--- config.mk ---
export PLATFORM = sky130hd
export DESIGN_NAME = id_exe_reg
export DESIGN_NICKNAME = d
export VERILOG_FILES = /design/src/rtl/id_exe_reg.sv
export SDC_FILE = /design/constraint.sdc
export NUM_CORES = 1
export LEC_CHECK = 0
export BUFFER_PORTS_ARGS = -buffer_cell sky130_fd_sc_hd__buf_2
export CORE_MARGIN = 2
export CORE_UTILIZATION = 45
export DETAILED_ROUTE_END_ITERATION = 12
export GPL_TIMING_DRIVEN = 0
export PLACE_DENSITY_LB_ADDON = 0.15
export SLEW_MARGIN = 10
export SYNTH_ARGS = -nofsm -noshare
export SYNTH_HDL_FRONTEND = slang
export SYNTH_SLANG_ARGS = --single-unit
--- constraint.sdc ---
create_clock -name clk -period 3.8 [get_ports clk]
set_clock_uncertainty 0.05 [all_clocks]
set_input_delay 0.76 -clock clk [delete_from_list [all_inputs] [get_ports clk]]
set_output_delay 0.76 -clock clk [all_outputs]
set_load 0.01 [all_outputs]
--- src/rtl/id_exe_reg.sv ---
`default_nettype none
// ============================================================================
// Module  : id_exe_reg
// Brief   : ID/EXE pipeline register with valid/ready handshake, a one-entry
//           skid buffer and branch-flush squash.
// Rev     : 1.0  initial release
// ============================================================================
module id_exe_reg #(
  parameter int DW_PC = 32
) (
  input  logic             clk,
  input  logic             rst,
  input  logic             flush,

  input  logic             in_valid,
  output logic             in_ready,
  input  logic [31:0]      in_Val_Rn,
  input  logic [31:0]      in_Val_Rm,
  input  logic [11:0]      in_Shift_operand,
  input  logic [31:0]      in_Imm,
  input  logic             in_Val2_Src,
  input  logic [3:0]       in_EXE_CMD,
  input  logic             in_MEM_R_EN,
  input  logic             in_MEM_W_EN,
  input  logic             in_WB_EN,
  input  logic             in_B,
  input  logic             in_S,
  input  logic [3:0]       in_Dest,
  input  logic [DW_PC-1:0] in_PC,
  input  logic             in_C,

  output logic             out_valid,
  input  logic             out_ready,
  output logic [31:0]      out_Val_Rn,
  output logic [31:0]      out_Val_Rm,
  output logic [11:0]      out_Shift_operand,
  output logic [31:0]      out_Imm,
  output logic             out_Val2_Src,
  output logic [3:0]       out_EXE_CMD,
  output logic             out_MEM_R_EN,
  output logic             out_MEM_W_EN,
  output logic             out_WB_EN,
  output logic             out_B,
  output logic             out_S,
  output logic [3:0]       out_Dest,
  output logic [DW_PC-1:0] out_PC,
  output logic             out_C,

  output logic [1:0]       occupancy
);

  typedef struct packed {
    logic [31:0]      val_rn;
    logic [31:0]      val_rm;
    logic [11:0]      shift_operand;
    logic [31:0]      imm;
    logic             val2_src;
    logic [3:0]       exe_cmd;
    logic             mem_r_en;
    logic             mem_w_en;
    logic             wb_en;
    logic             b;
    logic             s;
    logic [3:0]       dest;
    logic [DW_PC-1:0] pc;
    logic             c;
  } payload_t;

  localparam payload_t c_payload_zero = '0;

  payload_t   w_in_beat;
  payload_t   r_main;
  payload_t   r_skid;
  logic       r_main_valid;
  logic       r_skid_valid;
  logic [1:0] r_occupancy;

  logic       w_accept;
  logic       w_consume;
  logic       w_main_load_skid;
  logic       w_main_load_in;
  logic       w_skid_load;
  logic       w_main_valid_nxt;
  logic       w_skid_valid_nxt;

  assign w_in_beat.val_rn        = in_Val_Rn;
  assign w_in_beat.val_rm        = in_Val_Rm;
  assign w_in_beat.shift_operand = in_Shift_operand;
  assign w_in_beat.imm           = in_Imm;
  assign w_in_beat.val2_src      = in_Val2_Src;
  assign w_in_beat.exe_cmd       = in_EXE_CMD;
  assign w_in_beat.mem_r_en      = in_MEM_R_EN;
  assign w_in_beat.mem_w_en      = in_MEM_W_EN;
  assign w_in_beat.wb_en         = in_WB_EN;
  assign w_in_beat.b             = in_B;
  assign w_in_beat.s             = in_S;
  assign w_in_beat.dest          = in_Dest;
  assign w_in_beat.pc            = in_PC;
  assign w_in_beat.c             = in_C;

  // Ready depends only on stored state, so it never combinationally follows out_ready.
  assign in_ready  = ~r_skid_valid;
  assign w_accept  = in_valid & in_ready;
  assign w_consume = r_main_valid & out_ready;

  always_comb begin
    w_main_valid_nxt = r_main_valid;
    w_skid_valid_nxt = r_skid_valid;
    w_main_load_skid = 1'b0;
    w_main_load_in   = 1'b0;
    w_skid_load      = 1'b0;
    if (flush) begin
      w_main_valid_nxt = 1'b0;
      w_skid_valid_nxt = 1'b0;
    end else if (!r_main_valid || w_consume) begin
      if (r_skid_valid) begin
        w_main_load_skid = 1'b1;
        w_main_valid_nxt = 1'b1;
        w_skid_valid_nxt = 1'b0;
      end else begin
        w_main_load_in   = w_accept;
        w_main_valid_nxt = w_accept;
      end
    end else if (w_accept) begin
      w_skid_load      = 1'b1;
      w_skid_valid_nxt = 1'b1;
    end
  end

  always_ff @(posedge clk or negedge rst) begin
    if (!rst) begin
      r_main       <= c_payload_zero;
      r_skid       <= c_payload_zero;
      r_main_valid <= 1'b0;
      r_skid_valid <= 1'b0;
      r_occupancy  <= 2'd0;
    end else begin
      r_main_valid <= w_main_valid_nxt;
      r_skid_valid <= w_skid_valid_nxt;
      r_occupancy  <= {1'b0, w_main_valid_nxt} + {1'b0, w_skid_valid_nxt};
      if (flush) begin
        // Side-effecting controls are cleared so a squashed op cannot commit.
        r_main.mem_r_en <= 1'b0;
        r_main.mem_w_en <= 1'b0;
        r_main.wb_en    <= 1'b0;
        r_main.b        <= 1'b0;
        r_main.s        <= 1'b0;
      end else if (w_main_load_skid) begin
        r_main <= r_skid;
      end else if (w_main_load_in) begin
        r_main <= w_in_beat;
      end
      if (w_skid_load) begin
        r_skid <= w_in_beat;
      end
    end
  end

  assign out_valid         = r_main_valid;
  assign occupancy         = r_occupancy;
  assign out_Val_Rn        = r_main.val_rn;
  assign out_Val_Rm        = r_main.val_rm;
  assign out_Shift_operand = r_main.shift_operand;
  assign out_Imm           = r_main.imm;
  assign out_Val2_Src      = r_main.val2_src;
  assign out_EXE_CMD       = r_main.exe_cmd;
  assign out_MEM_R_EN      = r_main.mem_r_en;
  assign out_MEM_W_EN      = r_main.mem_w_en;
  assign out_WB_EN         = r_main.wb_en;
  assign out_B             = r_main.b;
  assign out_S             = r_main.s;
  assign out_Dest          = r_main.dest;
  assign out_PC            = r_main.pc;
  assign out_C             = r_main.c;

endmodule
`default_nettype wire

==> reports/metrics.cfg, run 1 <==
[timing]
setup_violations = 0
period_share_pct = 72.5
tightest_slew_ns = 1.06
max_freq_ghz = 0.363
slew_viol_final = 0
period_minus_slack_ns = 2.75
rsz0062_at_grt = false
slew_headroom_pct = 29.6
fin_hold_ws_ns = 0.138
finalHoldViolCount = 0

[route]
ant_nets = 0
vias = 11000
totalWireLength_mm = 40.7
vias_per_cell = 5.35
wl_per_cell_um = 19.7
dr.pass1.iters = 4
drc = 0
drtIter0Drc = 591

[clocking]
worst_skew_pair.late_latency_ns = 0.52
cts_resized = 0
cts_sinks = 314
htree_levels = 2
ctsHoldBuffers = 0
numCtsBuffers = 36
clock_path_buffers = 3
path_clk_slew_ns = 0.06
postCtsSetupBuffers = 0
cts_tree = yes
clockRootBuffer = clkbuf_16

[synth]
synth-warning-count = 0
synth-edff-count = 0
ys_seq_area_share_pct = 53.7
synthArstFlopShare_pct = 100
ys_seq_elements = 314
syn_area_um2 = 14600
ys_types = 24
synth_fp_nets = 1390
synth.most_common_cell = dfrtp_1
syn_inst = 1229
synthTopCellsByArea = dfrtp_1, mux2_4, o2111ai_1
ys_top_cells_by_count = dfrtp_1, o21ai_0, nand2b_1
syn-mean-instance-area_um2 = 11.9
synth_largest_area_cell = dfrtp_1
synth_top_area_share_pct = 53.7
ys.flop_type = dfrtp_1

[pwr]
total_power_uw = 9600
ir_worst_vdd_mv = 0.302
power.leakage_uw = 0.00886
power.density_nw_per_um2 = 533

[critical_path]
reg2reg_from = r_skid_valid
crit_type = reg -> out
start_kind = flip-flop
path_max_fanout = 10
crit_required_ns = 2.99
arrival_ns = 1.94
rrSetupSlack_ns = 1.51
r2r_end = out_Val_Rm[19]
endpoint_kind = output port
cp-endpoint = in_ready
r2r_cells = 5
cp-startpoint = r_skid_valid

[grt]
grt_overflow = 0
grt.total_usage_pct = 24.0
grt_max_degree = 90
grt_pass1_vias = 11300
grt_pass1_wl_mm = 64.0
antenna_found_initial = 9

[die]
pin_count = 319
core_area_um2 = 32300
fp-row-count = 66
start_util_pct = 45.3
die-width_um = 184
die-height_um = 184
die_area_um2 = 33900

[placement]
dp_hpwl_mm = 27.6
portBuffers = 318
gp_routability_congestion = 0.788

[outcome]
status = finished clean

[min_path]
min-delay-path-class = in -> async

[flow_run]
drv_cap = 0

[final_layout]
syn2layout_area_growth_pct = 23.1
drive_gt1_share_pct = 36.5
fin_nets = 1749

==> through the flow <==
stage	std cells	area (um2)	setup TNS (ns)	setup WS (ns)	util (%)
floorplan	1229	14600	0	1.92	-
global placement	1989	16800	-1335.61	-4.29	51.9
detailed placement	1992	16900	0	0.985	52.2
CTS	2057	18000	0	1.01	55.7
global route	2058	18000	0	0.900	55.7
finish	2063	18000	0	1.05	55.7
==> worst min path at each step <==
| stage | start | to | cells past startpoint |
|---|---|---|---|
| floorplan | rst | occupancy[0] | 0 |
| global placement | out_Shift_operand[0] | out_Shift_operand[0] | 2 |
| detailed placement | r_skid[69] | r_skid[69] | 1 |
| CTS | rst | out_Imm[24] | 1 |
| global route | rst | out_Imm[24] | 1 |
| finish | rst | out_Imm[24] | 1 |
==> placed cells by master (no fill, tap or decap), drive strengths merged <==
cell     Yosys  layout
clkbuf      61     117
o21bai       1       1
o2111ai    150     150
diode        0       6
nand3        6       6
bufinv       0       1
a31oi        5       5
a211oi       5       5
nor2         4       4
ha           1       1
or2          1       1
o21ba        1       1
a21o         1       1
inv          1       4
o21ai      155     155
nand2b     151     151
nand2      150     150
clkinv       0       5
nor2b        7       7
buf         60     381
dfrtp      314     314
mux2       155     155
==> where the power goes <==
part	internal (uW)	switching (uW)
clock	1970	1390
sequential	4030	332
combinational	1050	819
total	7060	2540
==> routing by layer <==
metal	GRT usage [%]	routed length [um]
met1	32.7	18300
met3	6.20	2770
met5	0	59
met4	6.59	1030
met2	37.9	18600
==> layout make-up <==
type	instances	area [um2]
Sequential cell	314	7860
Clock inverter	9	81.3
Fill cell	2850	14300
Timing Repair Buffer	321	1680
Inverter	1	3.75
Antenna cell	6	15.0
Multi-Input combinational cell	793	6120
Tap cell	442	553
Buffer	121	638
Clock buffer	56	1050
==> sequential cells by signal (all words and copies together), names as in the netlist, 2 cells and up <==
signal	flops
out_EXE_CMD	4
r_skid	155
occupancy	2
out_Imm	32
out_PC	32
out_Val_Rm	32
out_Dest	4
out_Shift_operand	12
out_Val_Rn	32
==> cells by family (layout without fill, tap and decap cells) <==
logic type                 Yosys count  in the layout  synth area share (%)
and+or+nand+nor                    319            319                  11.0
other                                0              6                     0
DFF                                314            314                  53.7
muxes                              155            155                  15.8
adders and majority gates            1              1                0.0856
AOI/OAI and AO/OA                  318            318                  14.9
buffers and inverters              122            508                  4.39
==> worst max-delay path: stages (launching register included) <==
cell	delay, ns
dfrtp_1	0.36
buf_2	0.24
clkbuf_1	0.42
inv_1	0.22
buf_2	0.20
(Power assumes the default switching activity.)
==> run 2: changes to the inputs <==
--- a/config.mk
+++ b/config.mk
@@ -5,6 +5,7 @@
 export SDC_FILE = /design/constraint.sdc
 export NUM_CORES = 1
 export LEC_CHECK = 0
+export ABC_AREA = 1
 export BUFFER_PORTS_ARGS = -buffer_cell sky130_fd_sc_hd__buf_2
 export CORE_MARGIN = 2
 export CORE_UTILIZATION = 45
==> constraint.sdc (replaced) <==
create_clock -name clk -period 2.5 [get_ports clk]
set_clock_uncertainty 0.05 [all_clocks]
set_input_delay 0.5 -clock clk [delete_from_list [all_inputs] [get_ports clk]]
set_output_delay 0.5 -clock clk [all_outputs]
set_load 0.01 [all_outputs]
==> run 2 against run 1 <==
Effect of this change: setup slack worse by 0.94 ns; final cell count is 27% higher; non-clock buffer count decreased by 19; register-to-register slack worse by 1.0 ns; die area is 4.5% lower; critical path depth unchanged; critical endpoint unchanged; count of clock-buffer cells in the layout down 5; routed wire length is 7.6% lower; core utilization rose by 1.2 points; synthesized area fell by 4.6%; clock power grew 63%; sequential power grew 51%.
==> reports/metrics.cfg, run 2 <==
[placement]
place_ws_ns = 0.253  ; was 0.985 ns
dp_hpwl_mm = 25.7  ; was 27.6 mm
portBuffers = 318  ; unchanged
gp_routability_congestion = 0.838  ; was 0.788
placed_area_um2 = 16100  ; was 16900 um2

[synth]
synth_fp_nets = 1989  ; was 1390
ys_top_cells_by_count = nand2_1, dfrtp_1, nor2_1  ; was dfrtp_1, o21ai_0, nand2b_1
synthMuxAreaShare_pct = 0  ; was 15.8%
synthTopCellsByArea = dfrtp_1, nand2_1, nor2_1  ; was dfrtp_1, mux2_4, o2111ai_1
synth-edff-count = 0  ; unchanged
yosys.area_share.simple_pct = 29.7  ; was 11.0%
ys_types = 19  ; was 24
syn_inst = 1828  ; was 1229
synth-warning-count = 0  ; unchanged
ys_seq_elements = 314  ; unchanged
synth-compound-area-share_pct = 5.65  ; was 14.9%
syn_area_um2 = 13900  ; was 14600 um2
yosys.area_share.adder_pct = 0.0898  ; was 0.0856%
syn-mean-instance-area_um2 = 7.63  ; was 11.9 um2
synth_top_family_by_area = simple AND/OR/NAND/NOR gates  ; was multiplexers
synth_top_area_share_pct = 56.4  ; was 53.7%
synth_xor_area_share_pct = 0  ; unchanged
ys_seq_area_share_pct = 56.4  ; was 53.7%
synth.most_common_cell = nand2_1  ; was dfrtp_1
synth_largest_area_cell = dfrtp_1  ; unchanged
ys.flop_type = dfrtp_1  ; unchanged
synthArstFlopShare_pct = 100  ; unchanged

[critical_path]
crit_required_ns = 1.95  ; was 2.99 ns
arrival_ns = 1.84  ; was 1.94 ns
start_kind = flip-flop  ; unchanged
crit_path_max_incr_delay_ns = 0.46  ; was 0.42 ns
path_cells = buf_4 -> inv_4 -> clkbuf_1 -> buf_2  ; was buf_2 -> clkbuf_1 -> inv_1 -> buf_2
crit_type = reg -> out  ; unchanged
r2r_end = out_PC[20]  ; was out_Val_Rm[19]
crit_buf_inv = 4  ; unchanged
path_max_fanout = 10  ; unchanged
critPathTopFamily = buffers and inverters  ; unchanged
endpoint_kind = output port  ; unchanged
rrSetupSlack_ns = 0.49  ; was 1.51 ns
reg2reg_from = out_valid  ; was r_skid_valid
r2r_cells = 7  ; was 5
crit_slowest_cell = clkbuf_1  ; unchanged

[min_path]
min-delay-path-class = in -> reg  ; was in -> async
min_to = r_skid_valid
worstHoldPathCells = 2
hold_start = flush

[final_layout]
seq_area_um2 = 7860  ; unchanged
drive_gt1_share_pct = 20.3  ; was 36.5%
mostFrequentLayoutCells = nand2_1, buf_2, dfrtp_1  ; was buf_2, dfrtp_1, o21ai_0
syn2layout_area_growth_pct = 24.7  ; was 23.1%
fin_nets = 2349  ; was 1749
fillers = 2897  ; was 2850
layout_commonest_cell = nand2_1  ; was buf_2
largest_reg_flops = 155  ; unchanged
top_register = r_skid  ; unchanged
stdcell_area_um2 = 17400  ; was 18000 um2
multi_input_area_um2 = 4940  ; was 6120 um2

[clocking]
cts_sinks = 314  ; unchanged
path_clk_slew_ns = 0.05  ; was 0.06 ns
clock_path_buffers = 3  ; unchanged
worst_skew_pair.late_latency_ns = 0.50  ; was 0.52 ns
numCtsBuffers = 36  ; unchanged
cts_tree = yes  ; unchanged
htree_levels = 2  ; unchanged
clockRootBuffer = clkbuf_16  ; unchanged

[die]
die-width_um = 180  ; was 184 um
core_area_um2 = 30500  ; was 32300 um2
fp-row-count = 64  ; was 66
die-height_um = 180  ; was 184 um
start_util_pct = 45.7  ; was 45.3%
pin_count = 319  ; unchanged
die_area_um2 = 32400  ; was 33900 um2

[pwr]
power.density_nw_per_um2 = 822  ; was 533 nW/um2
ir_worst_vdd_mv = 0.453  ; was 0.302 mV
power.leakage_uw = 0.0106  ; was 0.00886 uW

[route]
dr.pass1.iters = 7  ; was 4
wl_per_cell_um = 14.4  ; was 19.7 um
drtIter0Drc = 724  ; was 591
totalWireLength_mm = 37.6  ; was 40.7 mm
vias = 12300  ; was 11000
drc = 0  ; unchanged
ant_nets = 0  ; unchanged
vias_per_cell = 4.72  ; was 5.35

[grt]
grt_max_degree = 99  ; was 90
grt_use_met2_pct = 37.1  ; was 37.9%
grt_overflow = 0  ; unchanged
grt_pass1_vias = 11900  ; was 11300
grt.busiest_layer = met2  ; unchanged
grt.total_usage_pct = 23.2  ; was 24.0%
antenna_found_initial = 5  ; was 9
grt_pass1_wl_mm = 61.4  ; was 64.0 mm
use_met1_pct = 32.0  ; was 32.7%
gr-usage-met3_pct = 5.27  ; was 6.20%

[timing]
worst_slack_ns = 0.110  ; was 1.05 ns
max_freq_ghz = 0.418
period_minus_slack_ns = 2.39
fin_hold_ws_ns = 0.173  ; was 0.138 ns
slew_viol_final = 0  ; unchanged
tightest_slew_ns = 0.573  ; was 1.06 ns
setup_violations = 0  ; unchanged
finalHoldViolCount = 0  ; unchanged
slew_headroom_pct = 61.8  ; was 29.6%
rsz0062_at_grt = false  ; unchanged
period_share_pct = 95.6

[flow_run]
drv_cap = 0  ; unchanged

[outcome]
status = finished clean  ; unchanged

-- run 2: cells by family after synthesis --
group / after synthesis
flops: 314
simple gates: 1094
fa+ha+maj: 1
buf+inv: 262
compound gates: 157
-- run 2: report_power, final --
group | internal, uW | switching, uW | total (uW)
clock network | 3410 | 2070 | 5480
registers | 6060 | 509 | 6570
logic | 917 | 1330 | 2250
total | 10400 | 3910 | 14300
-- run 2: worst reg2reg max path, delay by kind of cell (launching register included) --
kind,cells,cell delay [ns]
buf+inv,2,0.82
simple gates,5,0.66
flops,1,0.38
-- run 2: worst max-delay path by stage --
stage / start / endpoint / cells past startpoint / slack [ns]
3_3_place_gp: rst / r_skid[25] / 1 / -5.29
3_5_place_dp: out_ready / out_Val_Rm[16] / 9 / 0.25
2_1_floorplan: r_skid_valid / occupancy[0] / 5 / 0.97
6_report: r_skid_valid / in_ready / 4 / 0.11
4_1_cts: r_skid_valid / in_ready / 4 / 0.07
5_1_grt: r_skid_valid / in_ready / 4 / 0.03
-- run 2: timing repair --
action,CTS,global route
setup buffers,0,0
hold buffers,1,0
gates resized for setup,0,0
setup endpoints to repair,0,0
endpoints found under the hold margin,52,0
-- run 2: stage by stage --
step	TNS [ns]	utilization (%)	power (uW)	std cells
global placement	-1650.08	52.5	8820	2542
finish	0	57.0	14300	2613
CTS	0	56.9	14400	2608
detailed placement	0	52.8	8910	2545
floorplan	0	-	7850	1828
global route	0	56.9	15100	2609
-- run 2: layer usage --
metal / up-vias / part of all wire, %
met3: 65 / 6.8
li1: 6198 / -
met1: 5717 / 45
met2: 339 / 46
met5: - / 0.035
met4: 2 / 2.2
-- run 2: layout make-up --
type                       instances  area share (%)
buffer                           101            3.09
inverter                         161            3.49
clock buffer                      51            6.21
antenna                            5          0.0720
multi-input combinational       1252            28.4
timing repair buffer             322            9.75
clock inverter                    11           0.914
tap                              396            2.85
sequential                       314            45.2
==> run 3: changes to the inputs <==
==> constraint.sdc (replaced) <==
create_clock -name clk -period 2.08 [get_ports clk]
set_clock_uncertainty 0.05 [all_clocks]
set_input_delay 0.416 -clock clk [delete_from_list [all_inputs] [get_ports clk]]
set_output_delay 0.416 -clock clk [all_outputs]
set_load 0.01 [all_outputs]
==> run 3 against run 2 <==
Effect of this change: combinational power is 20% higher; total power is 20% higher; setup slack worse by 0.016 ns; first-iteration DRC count is 4.1% lower; die area stayed put; final cell count stayed put; design area hardly changed; sequential share of layout area hardly changed; global-route usage hardly changed; critical path depth stayed put; sequential power is 20% higher.
==> reports/metrics.cfg, run 3 (synthesized netlist as in run 2, its figures left out) <==
[pwr]
power.leakage_uw = 0.0106  ; about the same
total_power_uw = 17200  ; was 14300 uW
ir_worst_vdd_mv = 0.545  ; was 0.453 mV
power.density_nw_per_um2 = 988  ; was 822 nW/um2

[final_layout]
top_register = r_skid  ; unchanged
multi_input_area_um2 = 4940  ; unchanged
final_cells = 2613  ; unchanged
seq_area_um2 = 7860  ; unchanged
syn2layout_area_growth_pct = 24.7  ; about the same
largest_reg_flops = 155  ; unchanged
drive_gt1_share_pct = 20.3  ; about the same
fillers = 2895  ; was 2897
layout_commonest_cell = nand2_1  ; unchanged
fin_nets = 2349  ; unchanged
mostFrequentLayoutCells = nand2_1, buf_2, dfrtp_1  ; unchanged

[timing]
rsz0062_at_grt = false  ; unchanged
tightest_slew_ns = 0.575  ; was 0.573 ns
fin_tns_setup_ns = 0  ; unchanged
slew_viol_final = 0  ; unchanged
max_freq_ghz = 0.504
period_minus_slack_ns = 1.99
slew_headroom_pct = 61.6  ; was 61.8%
period_share_pct = 95.5
finalHoldViolCount = 0  ; unchanged
setup_violations = 0  ; unchanged

[clocking]
numCtsBuffers = 36  ; unchanged
path_clk_slew_ns = 0.05  ; about the same
cts_sinks = 314  ; unchanged
htree_levels = 2  ; unchanged
clock_path_buffers = 3  ; unchanged
clockRootBuffer = clkbuf_16  ; unchanged
worst_skew_pair.late_latency_ns = 0.50  ; about the same
cts_tree = yes  ; unchanged

[placement]
portBuffers = 318  ; unchanged
dp_hpwl_mm = 25.7  ; unchanged
gp_routability_congestion = 0.838  ; unchanged
placed_cells = 2545  ; unchanged

[critical_path]
crit_path_max_incr_delay_ns = 0.35  ; was 0.46 ns
crit_top_cell = buf_4
endpoint_kind = output port  ; unchanged
path_cells = buf_4 -> inv_4 -> buf_4 -> buf_2  ; was buf_4 -> inv_4 -> clkbuf_1 -> buf_2
critPathTopFamily = buffers and inverters  ; unchanged
crit_buf_inv = 4  ; unchanged
cp-startpoint = r_skid_valid  ; unchanged
arrival_ns = 1.52  ; was 1.84 ns
crit_slowest_cell = dfrtp_1  ; was clkbuf_1
path_max_fanout = 10  ; unchanged
start_kind = flip-flop  ; unchanged
crit_required_ns = 1.61  ; was 1.95 ns
crit_type = reg -> out  ; unchanged
reg2reg_from = out_valid  ; unchanged

[grt]
grt_overflow = 0  ; unchanged
grt_pass1_vias = 11900  ; about the same
grt.total_usage_pct = 23.2  ; about the same
grt_max_degree = 99  ; unchanged
antenna_found_initial = 5  ; unchanged
grt_pass1_wl_mm = 61.4  ; about the same

[die]
start_util_pct = 45.7  ; unchanged
pin_count = 319  ; unchanged
core_area_um2 = 30500  ; unchanged
fp-row-count = 64  ; unchanged
die_area_um2 = 32400  ; unchanged
die-height_um = 180  ; unchanged
die-width_um = 180  ; unchanged

[route]
totalWireLength_mm = 37.6  ; about the same
wl_per_cell_um = 14.4  ; about the same
dr.pass1.iters = 7  ; unchanged
vias = 12300  ; about the same
ant_nets = 0  ; unchanged
vias_per_cell = 4.71  ; was 4.72
drtIter0Drc = 694  ; was 724
drc = 0  ; unchanged

[flow_run]
drv_cap = 0  ; unchanged

[outcome]
status = finished clean  ; unchanged

[min_path]
hold_start = flush  ; unchanged
min-delay-path-class = in -> reg  ; unchanged

[run 3: layout make-up]
cell class,instances,share of cell area (%)
sequential,314,45.2
multi-input combinational,1252,28.4
inverter,161,3.49
buffer,101,3.12
clock buffer,51,6.20
timing repair buffer,322,9.74
clock inverter,11,0.914
antenna,5,0.0720
tap,396,2.85
[run 3: final timing paths]
check,endpoint,slack [ns],depth (start not counted)
worst min-delay path,r_skid_valid,0.09,2
worst min register to register,out_Shift_operand[2],0.42,2
worst max-delay path,in_ready,0.09,4
max in group asynchronous,r_skid[21],0.40,4
worst max register to register,out_PC[20],0.16,7
min in group asynchronous,out_Val_Rm[19],0.38,2
[run 3: metrics by stage]
step	hold WS [ns]	setup slack, ns	cell area, um2	util [%]
final	0.0893	0.0945	17400	57.0
after floorplan	0.0704	0.548	13900	-
after global routing	0.0745	0.0192	17400	57.0
after detailed placement	0.318	-0.0829	16100	52.8
after global placement	0.408	-5.62	16000	52.5
after CTS	0.0593	0.0111	17400	56.9
[run 3: power breakdown]
part	switching [uW]	leakage [uW]	internal, uW
clock	2490	0.000617	4100
sequential	613	0.00394	7280
combinational	1600	0.00605	1100
[run 3: what timing repair did]
item | 4_1_cts | 5_1_grt
setup endpoints to repair | 1 | 19
setup buffers | 0 | 0
hold buffers | 1 | 0
resized for setup | 2 | 2
hold endpoints to repair | 52 | 0
[run 3: per-layer routing]
metal  wire (um)  track usage (%)  vias up
met5          13                0        -
met2       17500             37.1      350
li1            -                -     6199
met3        2600             5.27       65
met1       16700             32.0     5703
met4         833             6.02        2
